===== config.mk =====
export PLATFORM = sky130hd
export DESIGN_NAME = rvj1_wb_sram_bridge
export DESIGN_NICKNAME = d
export VERILOG_FILES = /design/src/rtl/rvj1_wb_sram_bridge.sv
export SDC_FILE = /design/constraint.sdc
export NUM_CORES = 1
export LEC_CHECK = 0
export CAP_MARGIN = 15
export CORE_AREA = 10 10 105 107
export DETAILED_ROUTE_END_ITERATION = 7
export DIE_AREA = 0 0 115 117
export GPL_TIMING_DRIVEN = 0
export PLACE_DENSITY = 0.84
export SKIP_CTS_REPAIR_TIMING = 1
export SLEW_MARGIN = 20
export SYNTH_ARGS = -nofsm -noshare
export SYNTH_HDL_FRONTEND = slang
export SYNTH_SLANG_ARGS = --single-unit

===== constraint.sdc =====
create_clock -name clk_i -period 6.7 [get_ports clk_i]
set_clock_uncertainty 0.1 [all_clocks]
set_input_delay 1.34 -clock clk_i [delete_from_list [all_inputs] [get_ports clk_i]]
set_output_delay 1.34 -clock clk_i [all_outputs]
set_load 0.1 [all_outputs]

===== src/rtl/rvj1_wb_sram_bridge.sv =====
// Wishbone-classic slave mapping an address window onto NUM_BANKS single-port
// OpenRAM macros, with configurable read latency and error response for holes.
module rvj1_wb_sram_bridge #(
  parameter int          NUM_BANKS    = 2,
  parameter int          BANK_AW      = 9,
  parameter logic [31:0] BASE_ADDR    = 32'h3000_0000,
  parameter int          READ_LATENCY = 1
) (
  input  logic                      clk_i,
  input  logic                      rstn_i,
  input  logic                      wbs_cyc_i,
  input  logic                      wbs_stb_i,
  input  logic                      wbs_we_i,
  input  logic [3:0]                wbs_sel_i,
  input  logic [31:0]               wbs_adr_i,
  input  logic [31:0]               wbs_dat_i,
  output logic                      wbs_ack_o,
  output logic                      wbs_err_o,
  output logic [31:0]               wbs_dat_o,
  output logic [NUM_BANKS-1:0]      sram_csb0,
  output logic [NUM_BANKS-1:0]      sram_web0,
  output logic [4*NUM_BANKS-1:0]    sram_wmask0,
  output logic [BANK_AW*NUM_BANKS-1:0] sram_addr0,
  output logic [32*NUM_BANKS-1:0]   sram_din0,
  input  logic [32*NUM_BANKS-1:0]   sram_dout0
);

  // A single bank still reserves one bank-select bit so the window is never degenerate.
  localparam int BB = (NUM_BANKS > 2) ? $clog2(NUM_BANKS) : 1;
  localparam int HI = BANK_AW + BB + 2;

  typedef enum logic [1:0] {ST_IDLE, ST_WAIT, ST_ACK, ST_ERR} state_t;

  state_t              state;
  logic [1:0]          cnt;
  logic [BB-1:0]       bank_q;

  logic                hit;
  logic                req;
  logic                populated;
  logic                drive;
  logic [BB-1:0]       bank;
  logic [BANK_AW-1:0]  word;
  logic [31:0]         dout_sel;
  logic                unused_adr;

  assign unused_adr = ^wbs_adr_i[1:0];

  assign hit       = (wbs_adr_i[31:HI] == BASE_ADDR[31:HI]);
  assign req       = wbs_cyc_i & wbs_stb_i & hit;
  assign bank      = wbs_adr_i[HI-1:BANK_AW+2];
  assign word      = wbs_adr_i[BANK_AW+1:2];
  assign populated = ({1'b0, bank} < (BB+1)'(NUM_BANKS));

  // A write with no byte lanes is acked but never reaches the macro.
  assign drive = rstn_i && (state == ST_IDLE) && req && populated &&
                 (!wbs_we_i || (wbs_sel_i != 4'b0000));

  always_comb begin
    sram_csb0   = '1;
    sram_web0   = '1;
    sram_wmask0 = '0;
    sram_addr0  = '0;
    sram_din0   = '0;
    if (drive) begin
      for (int b = 0; b < NUM_BANKS; b++) begin
        if (bank == BB'(b)) begin
          sram_csb0[b]                  = 1'b0;
          sram_web0[b]                  = ~wbs_we_i;
          sram_wmask0[b*4 +: 4]         = wbs_sel_i;
          sram_addr0[b*BANK_AW +: BANK_AW] = word;
          sram_din0[b*32 +: 32]         = wbs_dat_i;
        end
      end
    end
  end

  always_comb begin
    dout_sel = '0;
    for (int b = 0; b < NUM_BANKS; b++) begin
      if (bank_q == BB'(b)) dout_sel = sram_dout0[b*32 +: 32];
    end
  end

  always_ff @(posedge clk_i or negedge rstn_i) begin
    if (!rstn_i) begin
      state     <= ST_IDLE;
      cnt       <= '0;
      bank_q    <= '0;
      wbs_ack_o <= 1'b0;
      wbs_err_o <= 1'b0;
      wbs_dat_o <= '0;
    end else begin
      wbs_ack_o <= 1'b0;
      wbs_err_o <= 1'b0;
      case (state)
        ST_IDLE: begin
          if (req) begin
            if (!populated) begin
              state     <= ST_ERR;
              wbs_err_o <= 1'b1;
            end else begin
              bank_q <= bank;
              if (wbs_we_i) begin
                state     <= ST_ACK;
                wbs_ack_o <= 1'b1;
              end else begin
                state <= ST_WAIT;
                cnt   <= 2'(READ_LATENCY - 1);
              end
            end
          end
        end
        ST_WAIT: begin
          // Master abandoning the cycle drops the read without touching dat_o.
          if (!wbs_cyc_i) begin
            state <= ST_IDLE;
          end else if (cnt == 2'd0) begin
            wbs_dat_o <= dout_sel;
            wbs_ack_o <= 1'b1;
            state     <= ST_ACK;
          end else begin
            cnt <= cnt - 2'd1;
          end
        end
        ST_ACK:  state <= ST_IDLE;
        ST_ERR:  state <= ST_IDLE;
        default: state <= ST_IDLE;
      endcase
    end
  end

endmodule


---- Yosys cells after proc, flatten, opt, wreduce, memory -nomap -nowiden ----
Cells that the tools add are included.
operators by class
  add/subtract/negate cells ............... 1
  muxes and demuxes ....................... 31
  equal/unequal tests ..................... 9
  reduce and logical (&&, ||, !) cells .... 14
  bitwise operators ....................... 3
operators with widths
  kind                    count
  $mux W32                3
  $mux W64                1
  $eq A20 B18 Y1 const B  1
  $mux W2                 10
  $mux W18                1
  $mux W9                 2
  $mux W1                 8
  $mux W4                 2
  $mux W8                 1
  $ne A2 B2 Y1 const B    4
  $pmux W2 S3             1
  $reduce_and A5 Y1       1
  $eq A2 B2 Y1 const B    2
  $logic_not A2 Y1        2
  $pmux W2 S2             1
  $reduce_and A2 Y1       2
  $reduce_bool A4 Y1      1
  $logic_and A1 B1 Y1     3
  $ne A3 B3 Y1 const B    1
  $reduce_and A3 Y1       1
  $and A1 B1 Y1           2
  $eq A2 B1 Y1 const B    1
  $pmux W1 S2             1
  $reduce_bool A2 Y1      1
  other kinds (5)         5
storage, ports and cells
  flip-flop bits (word level) ............. 38
  output and inout port bits .............. 128
  word-level logic and storage cells ...... 63
  bits of input ports ..................... 137

---- Logic depth before layout (Yosys ltp) ----
Gate-level depths: netlist of run 1.
  word-level depth ........................ 5
  depth in mapped cells ................... 7
  gate-level depth less buffers ........... 6

---- Least setup slack after synthesis of run 1 ----
OpenSTA, ideal clock, no wires.
  path type ............................... input-to-output
  start ................................... in wbs_adr_i[22]
  end ..................................... out sram_wmask0[0]
  setup slack ............................. 0.655 ns
  stages on the path ...................... 6
  arrival time ............................ 4.605 ns
  required time ........................... 5.260 ns
  buffers on the path ..................... 2
  cells stage by stage .................... nor4_1 nand4_1 or4_1 buf_6 buf_6 nor3_1
on the way
  cells in the longest elaborated chain, start to end .. 5
RTL lines
  what                              RTL line  text
  start: declaration                15        input logic [31:0] wbs_adr_i,
  $eq A20 B18 Y1                    49        assign hit = (wbs_adr_i[31:HI] == BASE_ADDR[31:HI]);
  $and A1 B1 Y1                     50        assign req = wbs_cyc_i & wbs_stb_i & hit;
  $logic_and A1 B1 Y1 (2 in a row)  56        assign drive = rstn_i && (state == ST_IDLE) && req && populated &&
  $mux W8                           65        if (drive) begin
  end: declaration                  22        output logic [4*NUM_BANKS-1:0] sram_wmask0,
Every way passes these cells.

---- Final worst setup path of run 1 ----
  start ................................... in wbs_cyc_i
  end ..................................... out sram_din0[3]
on the way
  cells in the longest elaborated chain, start to end .. 5
RTL lines
  what                              RTL line  text
  start: declaration                11        input logic wbs_cyc_i,
  $and A1 B1 Y1 (2 in a row)        50
  $logic_and A1 B1 Y1 (2 in a row)  56
  $mux W64                          65
  end: declaration                  24        output logic [32*NUM_BANKS-1:0] sram_din0,
Every way passes these cells.

==> results.md, run 1 <==
### Outcome
- result of the run: completed

### Worst setup path
- slack of the worst reg-to-reg path: 4.75 ns
- Startpoint Class: input pin
- buffer and inverter count on the worst path: 4
- crit end category: output pin
- Crit path largest cell delay: 1.18 ns
- crit path from: wbs_cyc_i
- required time of the critical path: 5.26 ns
- FF-to-FF Start: state[1]$_DFFE_PN0P_
- slowest CP cell: clkdlybuf4s50_1
- worst setup path category: input pin to output pin
- kind of cell adding the most delay to the critical path: buffers and inverters
- critical-path cell list: clkdlybuf4s50_1 -> nor4b_2 -> nand4_1 -> or4_1 -> buf_6 -> buf_6 -> nor3_2 -> clkdlybuf4s50_1
- Worst Path Arrival: 4.69 ns
- biggest fanout along the worst timing path: 10

### Worst hold path
- HP Class: register to register
- Min-Delay Startpoint: wbs_dat_o[19]$_DFFE_PN0P_

### Timing
- final hold vios: 0
- period utilisation layout: 91.5%
- worst rel slew slack: 30.3%
- minimum clock period after layout: 6.13 ns
- highest attainable clock frequency: 0.163 GHz
- measured slew at the worst slew-check pin: 1.04 ns
- RSZ-0062 raised after global routing: false
- final-report max-slew violation count: 0
- final number of setup-violating endpoints: 0

### Power
- Internal Power: 0.000466 W
- worst supply voltage drop on vdd: 0.0965 mV
- leak pwr: 2.05 nW
- Net Switching: 0.000232 W
- combinational share of power: 36.7%
- portion of total power attributed to the clock network: 27.8%
- switch share: 33.2%
- total power divided by cell area: 115 nW/um^2
- Seq pwr share: 35.6%

### Clocking
- clock tree from TritonCTS: built
- clock sink total: 38
- clock insertion delay at the later pin of the skew report: 0.28 ns
- CTS HTree Levels: 2
- clock-pin transition on the worst setup and hold timing paths: 0.07 ns
- CTS root buffer: clkbuf_8
- number of buffers added by the clock tree synthesis step: 5
- buffer levels on the longest clock path: 2

### Place
- area of placed instances: 5940 sq um
- total placed cells including tap cells: 765
- Port Buffers: 261
- total half-perimeter wirelength after legalization and detailed placement: 12.7 mm
- routability cong.: 0.850

### Routing
- total number of vias: 3836
- DRC violations left: 0
- post-route antenna net violation count: 0
- number of DRC violations after detailed-routing iteration 0: 227
- final routed wire length divided by cell count: 19.0 microns
- DR vias/cell: 4.97
- drt first pass iters: 6
- total wire length: 14.7 mm

### Global route
- grt total ovfl: 0
- wire length of the first global-routing pass: 21.9 mm
- combined global-route utilization of all metal layers: 20.3%
- via count of the first global-routing pass: 4140
- initial antenna violation count: 0
- pin count of the biggest net entering global routing: 27

### Yosys
- Post-synth top flop: dfrtp_1
- nets in the synthesized netlist: 530
- mean cell area of the mapped netlist: 8.10 sq um
- Synth async-reset ratio: 100%
- count of cell types in the netlist: 30
- largest area contributor in the synthesized netlist: dfrtp_1
- biggest area contributors in the synthesized netlist: dfrtp_1 (30%), nor3_2 (22%), nand2_1 (14%)
- Netlist Area Pre-Place: 3180 sq um
- Ys Warns: 0
- share of the synthesized area in the top cell type: 29.9%
- number of enable flip-flop cells after synthesis: 0
- post-synthesis sequential element count: 38
- sequential-to-total area share from yosys stat: 29.9%
- instance count of the mapped netlist: 392

### Floorplan
- core region area: 9020 sq um
- area of the die: 13500 sq um
- die width: 115 microns
- starting density of the core: 35.2%
- vertical die dimension: 117 microns
- Top Ports: 265
- Core Rows: 35

### Final layout
- non-filler cells, final: 772
- fraction of final layout cells sized beyond drive strength 1: 15.0%
- area of all placed cells without fillers: 6050 sq um
- post-layout util: 67.1%
- P&R area growth vs syn: 90.7%
- number of nets in the layout: 799
- total inserted antenna cells: 0

### Job
- count of maximum capacitance violations: 0

-- worst reg2reg max path, cell delays in order (launching register included) --
cell and delay, ns:
dfrtp_1 0.44, nor4_1 0.89, mux2_2 0.42
-- cells in the mapped netlist (2+ instances only) --
master,instances
nand2_1,116
nor3_2,70
dfrtp_1,38
o21ai_0,35
mux2i_1,32
clkbuf_1,22
nor3_1,21
buf_6,9
inv_1,8
buf_2,7
nor2_1,5
nand4_1,3
nor4_1,3
buf_1,2
nand2b_1,2
nand3_1,2
nor4b_2,2
nor4bb_1,2
or4_1,2
-- state kept, by name, summed over array words and instances (netlist names) --
| register | count |
|---|---|
| bank_q | 1 |
| cnt | 2 |
| state | 2 |
| wbs_ack_o | 1 |
| wbs_dat_o | 32 |
-- kinds of logic (layout without fill, tap and decap cells) --
family	count (synthesis)	count (layout)	synth area share, %
AOI/OAI and AO/OA	39	39	6.50
DFF	38	38	29.9
adders and majority gates	1	1	0.394
muxes	33	33	10.4
other	1	1	0.118
buffers and inverters	49	318	8.31
and+or+nand+nor	231	231	44.3
-- stage by stage --
step	hold slack (ns)	TNS (ns)	setup WS, ns	total power [W]
2_1_floorplan	0.349	0	0.655	0.000382
3_3_place_gp	0.358	-13.12	-0.275	0.000504
3_5_place_dp	0.370	0	0.559	0.000510
4_1_cts	0.387	0	0.535	0.000707
5_1_grt	0.410	0	0.398	0.000729
6_report	0.380	0	0.573	0.000698
-- power groups by stage --
| stage | Clock (W) | Combinational (W) | Sequential, W |
|---|---|---|---|
| floorplan | 0 | 0.0000430 | 0.000339 |
| global placement | 0 | 0.000252 | 0.000252 |
| detailed placement | 0 | 0.000257 | 0.000253 |
| CTS | 0.000201 | 0.000258 | 0.000248 |
| global route | 0.000209 | 0.000270 | 0.000250 |
| finish | 0.000194 | 0.000256 | 0.000248 |
-- placed cells by master (no fill, tap or decap), types with 2 or more instances in the layout --
cell type	count
nor3_2	70
nand3_1	2
mux2i_1	32
o21ai_0	35
buf_6	9
dfrtp_1	38
nor3_1	21
nand2b_1	2
nor4bb_1	2
clkbuf_8	6
or4_1	2
buf_1	2
clkbuf_1	22
inv_1	8
clkdlybuf4s50_1	260
nand2_1	116
nand4_1	3
nor2_1	5
buf_2	8
nor4b_2	2
nor4_1	3
-- path summary, 6_finish.rpt --
path / end / cells past startpoint
min reg2reg: wbs_dat_o[19]$_DFFE_PN0P_ / 2
max: sram_din0[3] / 8
min: wbs_dat_o[19]$_DFFE_PN0P_ / 2
max reg2reg: bank_q$_DFFE_PN0P_ / 2
min in group asynchronous: wbs_dat_o[17]$_DFFE_PN0P_ / 1
max in group asynchronous: cnt[1]$_DFFE_PN0P_ / 2
-- per-layer routing --
metal  wire [microns]  global-route usage [%]  up-vias
li1                 -                       -     1873
met1             5470                    22.4     1780
met2             7450                    35.9      170
met3             1560                    7.80       13
met4              215                    5.03        0
met5                0                       0        -
-- final cells by class --
| cell class | instances | area [sq um] |
|---|---|---|
| tap | 111 | 139 |
| clock buffer | 6 | 82.6 |
| multi-input combinational | 305 | 1960 |
| fill | 731 | 2970 |
| buffer | 41 | 234 |
| clock inverter | 1 | 30.0 |
| timing repair buffer | 262 | 2630 |
| inverter | 8 | 30.0 |
| sequential | 38 | 951 |
Power figures use the tool's default switching activity.
==> run 2, diff against run 1 <==
--- a/constraint.sdc
+++ b/constraint.sdc
@@ -3,3 +3,3 @@
 set_input_delay 1.34 -clock clk_i [delete_from_list [all_inputs] [get_ports clk_i]]
 set_output_delay 1.34 -clock clk_i [all_outputs]
-set_load 0.1 [all_outputs]
+set_load 0.005 [all_outputs]
==> results of run 2 <==
Same layout as run 1 (identical final DEF). Status: completed.
Main changes from that run: setup slack after placement 0.559 ns -> 1.19 ns; setup slack after layout 0.573 ns -> 1.21 ns; total power 0.000698 W -> 0.000608 W; worst IR drop on VDD 0.0965 mV -> 0.0956 mV
